===== src/rtl/vga_timing_gen_if.sv =====
// Raster timing bundle from vga_timing_gen to downstream pixel generators.
// The master modport drives the bundle. The slave modport samples it.
interface vga_timing_gen_if;
  logic       pix_tick;
  logic [9:0] h_cnt;
  logic [9:0] v_cnt;
  logic [9:0] x;
  logic [8:0] y;
  logic       display_on;
  logic       hsync;
  logic       vsync;
  logic       line_start;
  logic       frame_start;

  modport master (
    output pix_tick, h_cnt, v_cnt, x, y, display_on,
           hsync, vsync, line_start, frame_start
  );

  modport slave (
    input  pix_tick, h_cnt, v_cnt, x, y, display_on,
           hsync, vsync, line_start, frame_start
  );
endinterface


===== src/rtl/vga_timing_gen.sv =====
// VGA raster timing generator.
// A clock divider produces the pixel enable. Horizontal and vertical counters
// run from that enable. The registered decodes (sync pulses, display enable,
// visible coordinates) are computed from next-state counter values, so they
// change on the same edge as h_cnt/v_cnt.
module vga_timing_gen #(
  parameter int H_VISIBLE = 640,
  parameter int H_FRONT   = 16,
  parameter int H_SYNC    = 96,
  parameter int H_BACK    = 48,
  parameter int V_VISIBLE = 480,
  parameter int V_FRONT   = 10,
  parameter int V_SYNC    = 2,
  parameter int V_BACK    = 33,
  parameter int HSYNC_POL = 0,
  parameter int VSYNC_POL = 0,
  parameter int CLK_DIV   = 2
) (
  input  logic             clk,
  input  logic             rst,
  vga_timing_gen_if.master vga
);

  localparam int H_TOTAL = H_VISIBLE + H_FRONT + H_SYNC + H_BACK;
  localparam int V_TOTAL = V_VISIBLE + V_FRONT + V_SYNC + V_BACK;
  localparam int DIV_W   = (CLK_DIV > 1) ? $clog2(CLK_DIV) : 1;

  localparam logic [DIV_W-1:0] DIV_LAST = DIV_W'(CLK_DIV - 1);
  localparam logic [DIV_W-1:0] DIV_ONE  = DIV_W'(1);
  localparam logic [9:0]       H_LAST   = 10'(H_TOTAL - 1);
  localparam logic [9:0]       V_LAST   = 10'(V_TOTAL - 1);
  localparam logic [9:0]       H_VIS    = 10'(H_VISIBLE);
  localparam logic [9:0]       V_VIS    = 10'(V_VISIBLE);
  localparam logic [9:0]       HS_START = 10'(H_VISIBLE + H_FRONT);
  localparam logic [9:0]       HS_END   = 10'(H_VISIBLE + H_FRONT + H_SYNC);
  localparam logic [9:0]       VS_START = 10'(V_VISIBLE + V_FRONT);
  localparam logic [9:0]       VS_END   = 10'(V_VISIBLE + V_FRONT + V_SYNC);
  localparam logic             HS_ACT   = (HSYNC_POL != 0);
  localparam logic             VS_ACT   = (VSYNC_POL != 0);

  logic [DIV_W-1:0] div_cnt;
  logic [9:0]       h_cnt;
  logic [9:0]       v_cnt;
  logic [9:0]       h_nxt;
  logic [9:0]       v_nxt;
  logic             pix_tick;
  logic             h_wrap;
  logic             v_wrap;
  logic             on_nxt;

  logic [9:0]       x_p1;
  logic [8:0]       y_p1;
  logic             on_p1;
  logic             hsync_p1;
  logic             vsync_p1;

  // Flag parameter sets whose totals overflow the 10-bit counters.
  always_ff @(posedge clk) begin
    if (rst) begin
      assert (H_TOTAL <= 1024 && V_TOTAL <= 1024)
        else $error("vga_timing_gen: H_TOTAL/V_TOTAL exceed 10-bit counter range");
    end
  end

  // Pixel clock divider: count 0..CLK_DIV-1 and wrap.
  always_ff @(posedge clk) begin
    if (rst) begin
      div_cnt <= '0;
    end else if (div_cnt == DIV_LAST) begin
      div_cnt <= '0;
    end else begin
      div_cnt <= div_cnt + DIV_ONE;
    end
  end

  // Tick, wrap detection and next-state counters. Reset masks the tick,
  // so no wrap pulse can escape while rst is high.
  always_comb begin
    pix_tick = (div_cnt == DIV_LAST) && !rst;
    h_wrap   = pix_tick && (h_cnt == H_LAST);
    v_wrap   = h_wrap && (v_cnt == V_LAST);
    h_nxt    = h_cnt;
    v_nxt    = v_cnt;
    if (pix_tick) begin
      h_nxt = h_wrap ? 10'd0 : h_cnt + 10'd1;
      if (h_wrap) begin
        v_nxt = v_wrap ? 10'd0 : v_cnt + 10'd1;
      end
    end
    on_nxt = (h_nxt < H_VIS) && (v_nxt < V_VIS);
  end

  // Raster position counters.
  always_ff @(posedge clk) begin
    if (rst) begin
      h_cnt <= '0;
      v_cnt <= '0;
    end else begin
      h_cnt <= h_nxt;
      v_cnt <= v_nxt;
    end
  end

  // Registered decodes from next-state counters, aligned with h_cnt/v_cnt.
  always_ff @(posedge clk) begin
    if (rst) begin
      x_p1     <= '0;
      y_p1     <= '0;
      on_p1    <= 1'b1;
      hsync_p1 <= ~HS_ACT;
      vsync_p1 <= ~VS_ACT;
    end else begin
      x_p1     <= on_nxt ? h_nxt : 10'd0;
      y_p1     <= on_nxt ? v_nxt[8:0] : 9'd0;
      on_p1    <= on_nxt;
      hsync_p1 <= (h_nxt >= HS_START && h_nxt < HS_END) ? HS_ACT : ~HS_ACT;
      vsync_p1 <= (v_nxt >= VS_START && v_nxt < VS_END) ? VS_ACT : ~VS_ACT;
    end
  end

  assign vga.pix_tick    = pix_tick;
  assign vga.h_cnt       = h_cnt;
  assign vga.v_cnt       = v_cnt;
  assign vga.x           = x_p1;
  assign vga.y           = y_p1;
  assign vga.display_on  = on_p1;
  assign vga.hsync       = hsync_p1;
  assign vga.vsync       = vsync_p1;
  assign vga.line_start  = h_wrap;
  assign vga.frame_start = v_wrap;

endmodule


===== src/flat_wrapper.sv =====
// flat-port wrapper written by rule: the top's interface ports become plain ports
module vga_timing_gen_flat 
#(
  parameter int H_VISIBLE = 640,
  parameter int H_FRONT   = 16,
  parameter int H_SYNC    = 96,
  parameter int H_BACK    = 48,
  parameter int V_VISIBLE = 480,
  parameter int V_FRONT   = 10,
  parameter int V_SYNC    = 2,
  parameter int V_BACK    = 33,
  parameter int HSYNC_POL = 0,
  parameter int VSYNC_POL = 0,
  parameter int CLK_DIV   = 2
)
  (clk, rst, vga_pix_tick, vga_h_cnt, vga_v_cnt, vga_x, vga_y, vga_display_on, vga_hsync, vga_vsync, vga_line_start, vga_frame_start);
  vga_timing_gen_if vga_i ();
  input  logic clk;
  input  logic rst;
  output wire logic [$bits(vga_i.pix_tick)-1:0] vga_pix_tick;
  output wire logic [$bits(vga_i.h_cnt)-1:0] vga_h_cnt;
  output wire logic [$bits(vga_i.v_cnt)-1:0] vga_v_cnt;
  output wire logic [$bits(vga_i.x)-1:0] vga_x;
  output wire logic [$bits(vga_i.y)-1:0] vga_y;
  output wire logic [$bits(vga_i.display_on)-1:0] vga_display_on;
  output wire logic [$bits(vga_i.hsync)-1:0] vga_hsync;
  output wire logic [$bits(vga_i.vsync)-1:0] vga_vsync;
  output wire logic [$bits(vga_i.line_start)-1:0] vga_line_start;
  output wire logic [$bits(vga_i.frame_start)-1:0] vga_frame_start;
  assign vga_pix_tick = vga_i.pix_tick;
  assign vga_h_cnt = vga_i.h_cnt;
  assign vga_v_cnt = vga_i.v_cnt;
  assign vga_x = vga_i.x;
  assign vga_y = vga_i.y;
  assign vga_display_on = vga_i.display_on;
  assign vga_hsync = vga_i.hsync;
  assign vga_vsync = vga_i.vsync;
  assign vga_line_start = vga_i.line_start;
  assign vga_frame_start = vga_i.frame_start;
  vga_timing_gen #(.H_VISIBLE(H_VISIBLE), .H_FRONT(H_FRONT), .H_SYNC(H_SYNC), .H_BACK(H_BACK), .V_VISIBLE(V_VISIBLE), .V_FRONT(V_FRONT), .V_SYNC(V_SYNC), .V_BACK(V_BACK), .HSYNC_POL(HSYNC_POL), .VSYNC_POL(VSYNC_POL), .CLK_DIV(CLK_DIV)) u_core (.clk(clk), .rst(rst), .vga(vga_i));
endmodule

===== config.mk =====
export PLATFORM = sky130hd
export DESIGN_NAME = vga_timing_gen_flat
export DESIGN_NICKNAME = d
export VERILOG_FILES = /design/src/rtl/vga_timing_gen_if.sv /design/src/rtl/vga_timing_gen.sv /design/src/flat_wrapper.sv
export SDC_FILE = /design/constraint.sdc
export NUM_CORES = 1
export LEC_CHECK = 0
export BUFFER_PORTS_ARGS = -buffer_cell sky130_fd_sc_hd__buf_4
export CORE_UTILIZATION = 45
export DETAILED_ROUTE_END_ITERATION = 12
export PLACE_DENSITY = 0.72
export SETUP_SLACK_MARGIN = 0.3
export SLEW_MARGIN = 0
export SYNTH_ARGS = -nofsm -noshare
export SYNTH_HDL_FRONTEND = slang
export SYNTH_SLANG_ARGS = --single-unit

===== constraint.sdc =====
create_clock -name clk -period 2 [get_ports clk]
set_input_delay 0.4 -clock clk [delete_from_list [all_inputs] [get_ports clk]]
set_output_delay 0.4 -clock clk [all_outputs]
set_load 0.01 [all_outputs]

# Word level (Yosys, flattened, before mapping)

Index checks and enable logic that the tools add are counted.

Word-level logic and storage cells: 36
Register bits after elaboration: 43
Input bits: 2
Output and inout port bits: 45

Bitwise logic cells: 1
Reduce and logical (&&, ||, !) cells: 9
Add/subtract/negate cells: 3
Mux-type cells: 7
Eq/ne operators: 2
Order comparisons: 6

Operators with widths:

| cell                                                                                  | count |
|---|---|
| 10-bit 2-to-1 mux                                                                     | 5 |
| 10-bit by 1-bit adder with 10-bit output (second input constant)                      | 2 |
| 10-bit == test (second input constant)                                                | 2 |
| 10-bit < comparator (second input constant)                                           | 2 |
| 10-bit by 9-bit < comparator with 1-bit output (second input constant)                | 2 |
| 10-bit greater-or-equal comparator (second input constant)                            | 1 |
| 10-bit by 9-bit greater-or-equal comparator with 1-bit output (second input constant) | 1 |
| 1-bit logical AND                                                                     | 6 |
| 2-bit OR reduction                                                                    | 2 |
| 1-bit 2-to-1 mux                                                                      | 2 |
| 1-bit adder (second input constant)                                                   | 1 |
| 1-bit zero test                                                                       | 1 |
| 1-bit NOT                                                                             | 1 |

# Depth between registers and ports, before layout

Depth in word-level cells: 11
Gate-level depth with buffers: 11
Gate-level depth less buffers: 8

# Least setup slack after synthesis

Ideal clock, no wire load.

Kind: reg-to-reg
Start point: register u_core.v_cnt[0] (netlist: u_core.vga.v_cnt[0])
End point: register u_core.vsync_p1 (netlist: u_core.vga.vsync)
Required time: 1873 ps
Setup time: 127 ps
Path buffers: 1
Period minus slack after synthesis: 2162 ps
Path slack: -162 ps
Cell stages (with the launch flop): 10
Data arrival time: 2034 ps
Cell sequence: dfxtp_1 > inv_1 > ha_1 > nor4b_1 > and4_1 > clkbuf_1 > o21ai_1 > o2111a_1 > nand4b_1 > or3b_1

Cells in the longest elaborated chain, start to end: 8
Elaborated cells between the ends (all ways): 10
Those cells by class: add/sub (1); order compare (2); eq/ne (1); mux (4); reduce/logical (2)

Ends and longest elaborated chain:

| what                                                                                                                                   | RTL line              | source |
|---|---|---|
| from (decl)                                                                                                                            | vga_timing_gen.sv:43  | `logic [9:0] v_cnt;` |
| from (signal assigned)                                                                                                                 | vga_timing_gen.sv:100 | `v_cnt <= v_nxt;` |
| parallel branches: the longest is 4 deep, another holds 10-bit by 1-bit adder with 10-bit output                                       | n/a                   |  |
| 10-bit 2-to-1 mux (*)                                                                                                                  | vga_timing_gen.sv:84  | `if (pix_tick) begin` |
| 10-bit by 9-bit greater-or-equal comparator with 1-bit output / 10-bit by 9-bit < comparator with 1-bit output (equally long branches) | vga_timing_gen.sv:117 | `vsync_p1 <= (v_nxt >= VS_START && v_nxt < VS_END) ? VS_ACT : ~VS_ACT;` |
| 1-bit logical AND (*)                                                                                                                  | vga_timing_gen.sv:117 |  |
| 1-bit 2-to-1 mux (*)                                                                                                                   | vga_timing_gen.sv:117 |  |
| to (signal assigned)                                                                                                                   | vga_timing_gen.sv:111 | `vsync_p1 <= ~VS_ACT;` |
| to (signal assigned)                                                                                                                   | vga_timing_gen.sv:117 |  |
| to (decl)                                                                                                                              | vga_timing_gen.sv:55  | `logic vsync_p1;` |

Mark *: on every way between the ends.
A chain may end at the register's enable or synchronous reset.

# Final worst setup path

Start point: register u_core.h_cnt[0] (netlist: u_core.vga.h_cnt[0])
End point: register u_core.on_p1 (netlist: u_core.vga.display_on)

Cells in the longest elaborated chain, start to end: 8
Elaborated cells between the ends (all ways): 12
Those cells by class: add/sub (1); order compare (2); eq/ne (1); mux (5); reduce/logical (3)

Ends and longest elaborated chain:

| what                                                                                             | RTL line              | source |
|---|---|---|
| from (decl)                                                                                      | vga_timing_gen.sv:42  | `logic [9:0] h_cnt;` |
| from (signal assigned)                                                                           | vga_timing_gen.sv:99  | `h_cnt <= h_nxt;` |
| parallel branches: the longest is 7 deep, another holds 10-bit by 1-bit adder with 10-bit output | n/a                   |  |
| 1-bit logical AND (*)                                                                            | vga_timing_gen.sv:90  | `on_nxt = (h_nxt < H_VIS) && (v_nxt < V_VIS);` |
| to (signal assigned)                                                                             | vga_timing_gen.sv:115 | `on_p1 <= on_nxt;` |
| to (decl)                                                                                        | vga_timing_gen.sv:53  | `logic on_p1;` |

Marks and branches as above.

==> impl_metrics.json <==
{
  "tightest_slew_ps": 351.2,
  "r2r-end": "u_core.vga.display_on",
  "rows": 23,
  "dp_hpwl_mm": 4.118,
  "stdcell_area_um2": 3282,
  "cap_violations": 0,
  "cts.sink_count": 43,
  "ys_warn_count": 0,
  "async_flop_share": 0,
  "stdcell_count": 389,
  "cts_buffer_depth": 2,
  "cts_tree": "yes",
  "start_util": 0.4770,
  "r2r-start": "u_core.vga.h_cnt[0]",
  "holdBufCountCts": 0,
  "grt_antenna_before_repair": 0,
  "via_per_inst": 5.419,
  "arrival_ps": 2410,
  "cp_data_required_time_ps": 2190,
  "p_leak_uw": 0.001461,
  "p_seq_frac": 0.573,
  "layout_common_cells": "buf_4, nor2_1, dfxtp_1",
  "vdd_drop_max_mv": 0.2938,
  "dp.cells": 366,
  "synth_edf_count": 0,
  "timing.fmax_ghz": 0.4500,
  "wl_per_cell_um": 16.65,
  "drc": 0,
  "rsz0062_at_grt": "true",
  "m1WireLength_mm": 2.816,
  "area_delta_synth_final_pct": 68.36,
  "setup_viol": 25,
  "hold_start": "rst",
  "io_pins": 47,
  "pwr-share-clk": 0.376,
  "min_period_ps": 2222,
  "pwr-share-comb": 0.051,
  "final_hold_viol_count": 0,
  "power.share.switching": 0.2211,
  "die_w_um": 67.82,
  "route.met3.wl_um": 349,
  "h-tree-depth": 2,
  "drt_pre_antenna_iters": 4,
  "power_density_nw_per_um2": 458.9,
  "status": "complete, but fails checks",
  "track_usage": 0.2739,
  "clkLatencyLatePin_ps": 290,
  "place.gp.congestion": 0.9395,
  "path_delay_family": "simple AND/OR/NAND/NOR gates",
  "cts.root.buffer_cell": "clkbuf_8",
  "wl_mm": 6.478,
  "p_int_uw": 1173,
  "met2WireLength_mm": 3.145,
  "critPathSlowestCell": "or4_4",
  "syn_nets": 232,
  "ys_seq_area_frac": 0.4416,
  "syn_area_per_cell_um2": 8.588,
  "crit_path_start_kind": "flip-flop",
  "reg2regPathDepth": 9,
  "worstHoldPathCells": 3,
  "grt_max_degree": 14,
  "path_max_fanout": 9,
  "die_area_um2": 4599,
  "clock_skew_ps": 3.869,
  "numCtsBuffers": 5,
  "synth_flop_cell": "dfxtp_1",
  "crit_type": "reg -> reg",
  "fin_ws_ps": -222.4,
  "routed.top_layer": "met4",
  "cp_cell_sequence": "ha_4 -> and3_4 -> nand4_1 -> buf_4 -> or4_4 -> a21o_4 -> o211ai_4 -> buf_6 -> nand2b_1",
  "antennaDiodeCount": 0,
  "core_area_um2": 4086,
  "route.antenna.remaining_nets": 0,
  "dr.first_iter.drc_count": 142,
  "clk_pin_slew_ps": 80,
  "grt_pass1_vias": 1873,
  "crit_buf_inv": 2,
  "hold_end": "u_core.vga.v_cnt[3]",
  "synth-seq-cells": 43,
  "synth.distinct_cells": 52,
  "violations": "setup timing",
  "cpPeakStageDelay_ps": 420,
  "syn_area_um2": 1949,
  "hold_path.class": "in -> reg",
  "whs_ps": 447.8,
  "switchingPower_uw": 333.1,
  "numPortBuffers": 46,
  "slew_violations": 0,
  "dieHeight_um": 67.82,
  "rrSetupSlack_ps": -220,
  "nNetsFinal": 343,
  "relSlewSlack": 0.7659,
  "via_count": 2108,
  "mostFrequentLayoutCell": "buf_4",
  "grt_pass1_wl_mm": 9.294,
  "worstSetupEndpointType": "flip-flop",
  "finalCritPeriodShare": 1.111,
  "drive_above_1_share": 0.5310,
  "overflow": 0,
  "syn-instance-count": 227,
  "place_area_um2": 2763
}
cell type report:
class	count	area, um^2
Fill cell	271	804.5
Timing Repair Buffer	118	972.2
Tap cell	50	62.56
Clock inverter	1	5.005
Sequential cell	43	878.3
Multi-Input combinational cell	165	1254
Inverter	5	23.77
Clock buffer	7	86.33
worst max-delay path by stage:
| stage | start | end | slack, ps | cells past startpoint |
|---|---|---|---|---|
| after global placement | rst | u_core.vga.vsync | -110 | 7 |
| after CTS | u_core.vga.h_cnt[0] | u_core.vga.display_on | -130 | 9 |
| after global routing | u_core.vga.h_cnt[0] | u_core.vga.display_on | -300 | 9 |
| final | u_core.vga.h_cnt[0] | u_core.vga.display_on | -220 | 9 |
| after floorplan | rst | u_core.vga.y[2] | -50 | 8 |
| after detailed placement | rst | u_core.vga.vsync | -170 | 9 |
flip-flops by register name, indices dropped and copies added (netlist names):
| register | count |
|---|---|
| u_core.vga.vsync | 1 |
| u_core.vga.display_on | 1 |
| u_core.vga.x | 10 |
| u_core.vga.hsync | 1 |
| u_core.vga.h_cnt | 10 |
| u_core.vga.y | 9 |
| u_core.vga.v_cnt | 10 |
| u_core.div_cnt | 1 |
cells by family after synthesis:
group                    count (synthesis)  synth area share
XOR/XNOR                                11           0.04942
flip-flops                              43            0.4416
adder cells (fa/ha/maj)                  3           0.01926
AND/OR/NAND/NOR                        114            0.3036
multiplexers                             1          0.005776
buffers and inverters                   19           0.04813
AO/OA/AOI/OAI                           36            0.1322
layer usage:
metal  track usage  up-vias
li1              -     1004
met1        0.3709     1002
met2        0.4270       85
met3       0.05833       17
met4       0.09896        0
met5             0        -
power by group through the flow:
stage               clock network (uW)  registers (uW)  logic, uW
finish                             567             863       76.2
global route                       609             864       81.2
CTS                                575             863       65.6
detailed placement                   0             883       62.5
global placement                     0             882       61.2
floorplan                            0             886       31.5
through the flow:
stage	utilization	TNS, ps	setup WS, ps	power [uW]
6_report	0.8031	-4603	-222.4	1506
5_1_grt	0.8031	-6385	-297.8	1554
3_3_place_gp	0.6761	-1982	-113.5	943.6
2_1_floorplan	-	-465.3	-46.05	917.9
3_5_place_dp	0.6761	-2745	-166.0	945.2
4_1_cts	0.7465	-2602	-133.0	1503
cell usage after synthesis (2+ instances only):
cell      number  share of area
nor3_1         9          0.023
a21oi_1       11          0.028
and2_1         4          0.013
nand2b_1       3         0.0096
nand3_1        7          0.018
and4_1         4          0.018
ha_1           3          0.019
o31a_1         3          0.013
buf_2          3         0.0077
dfxtp_1       43           0.44
nand2_1       21          0.040
and3_1         3         0.0096
inv_1          4         0.0077
buf_6          2          0.012
nor4b_1        2         0.0090
nor2_1        40          0.077
clkbuf_1       7          0.013
xor2_1         7          0.031
nand4_1        4          0.013
nand3b_1       3          0.012
xnor2_1        4          0.018
o21ai_0        7          0.018
nand4b_1       4          0.018
tightest hold or removal path: cells and delay by family:
family        cells  cell delay [ps]
buf+inv           2              260
simple gates      1               50
repair_timing:
item | CTS | global route
pin swaps | 11 | 14
resized for setup | 32 | 42
buffers inserted | 11 | 4
endpoints found under the setup margin | 34 | 36
Power figures use the tool's default switching activity.
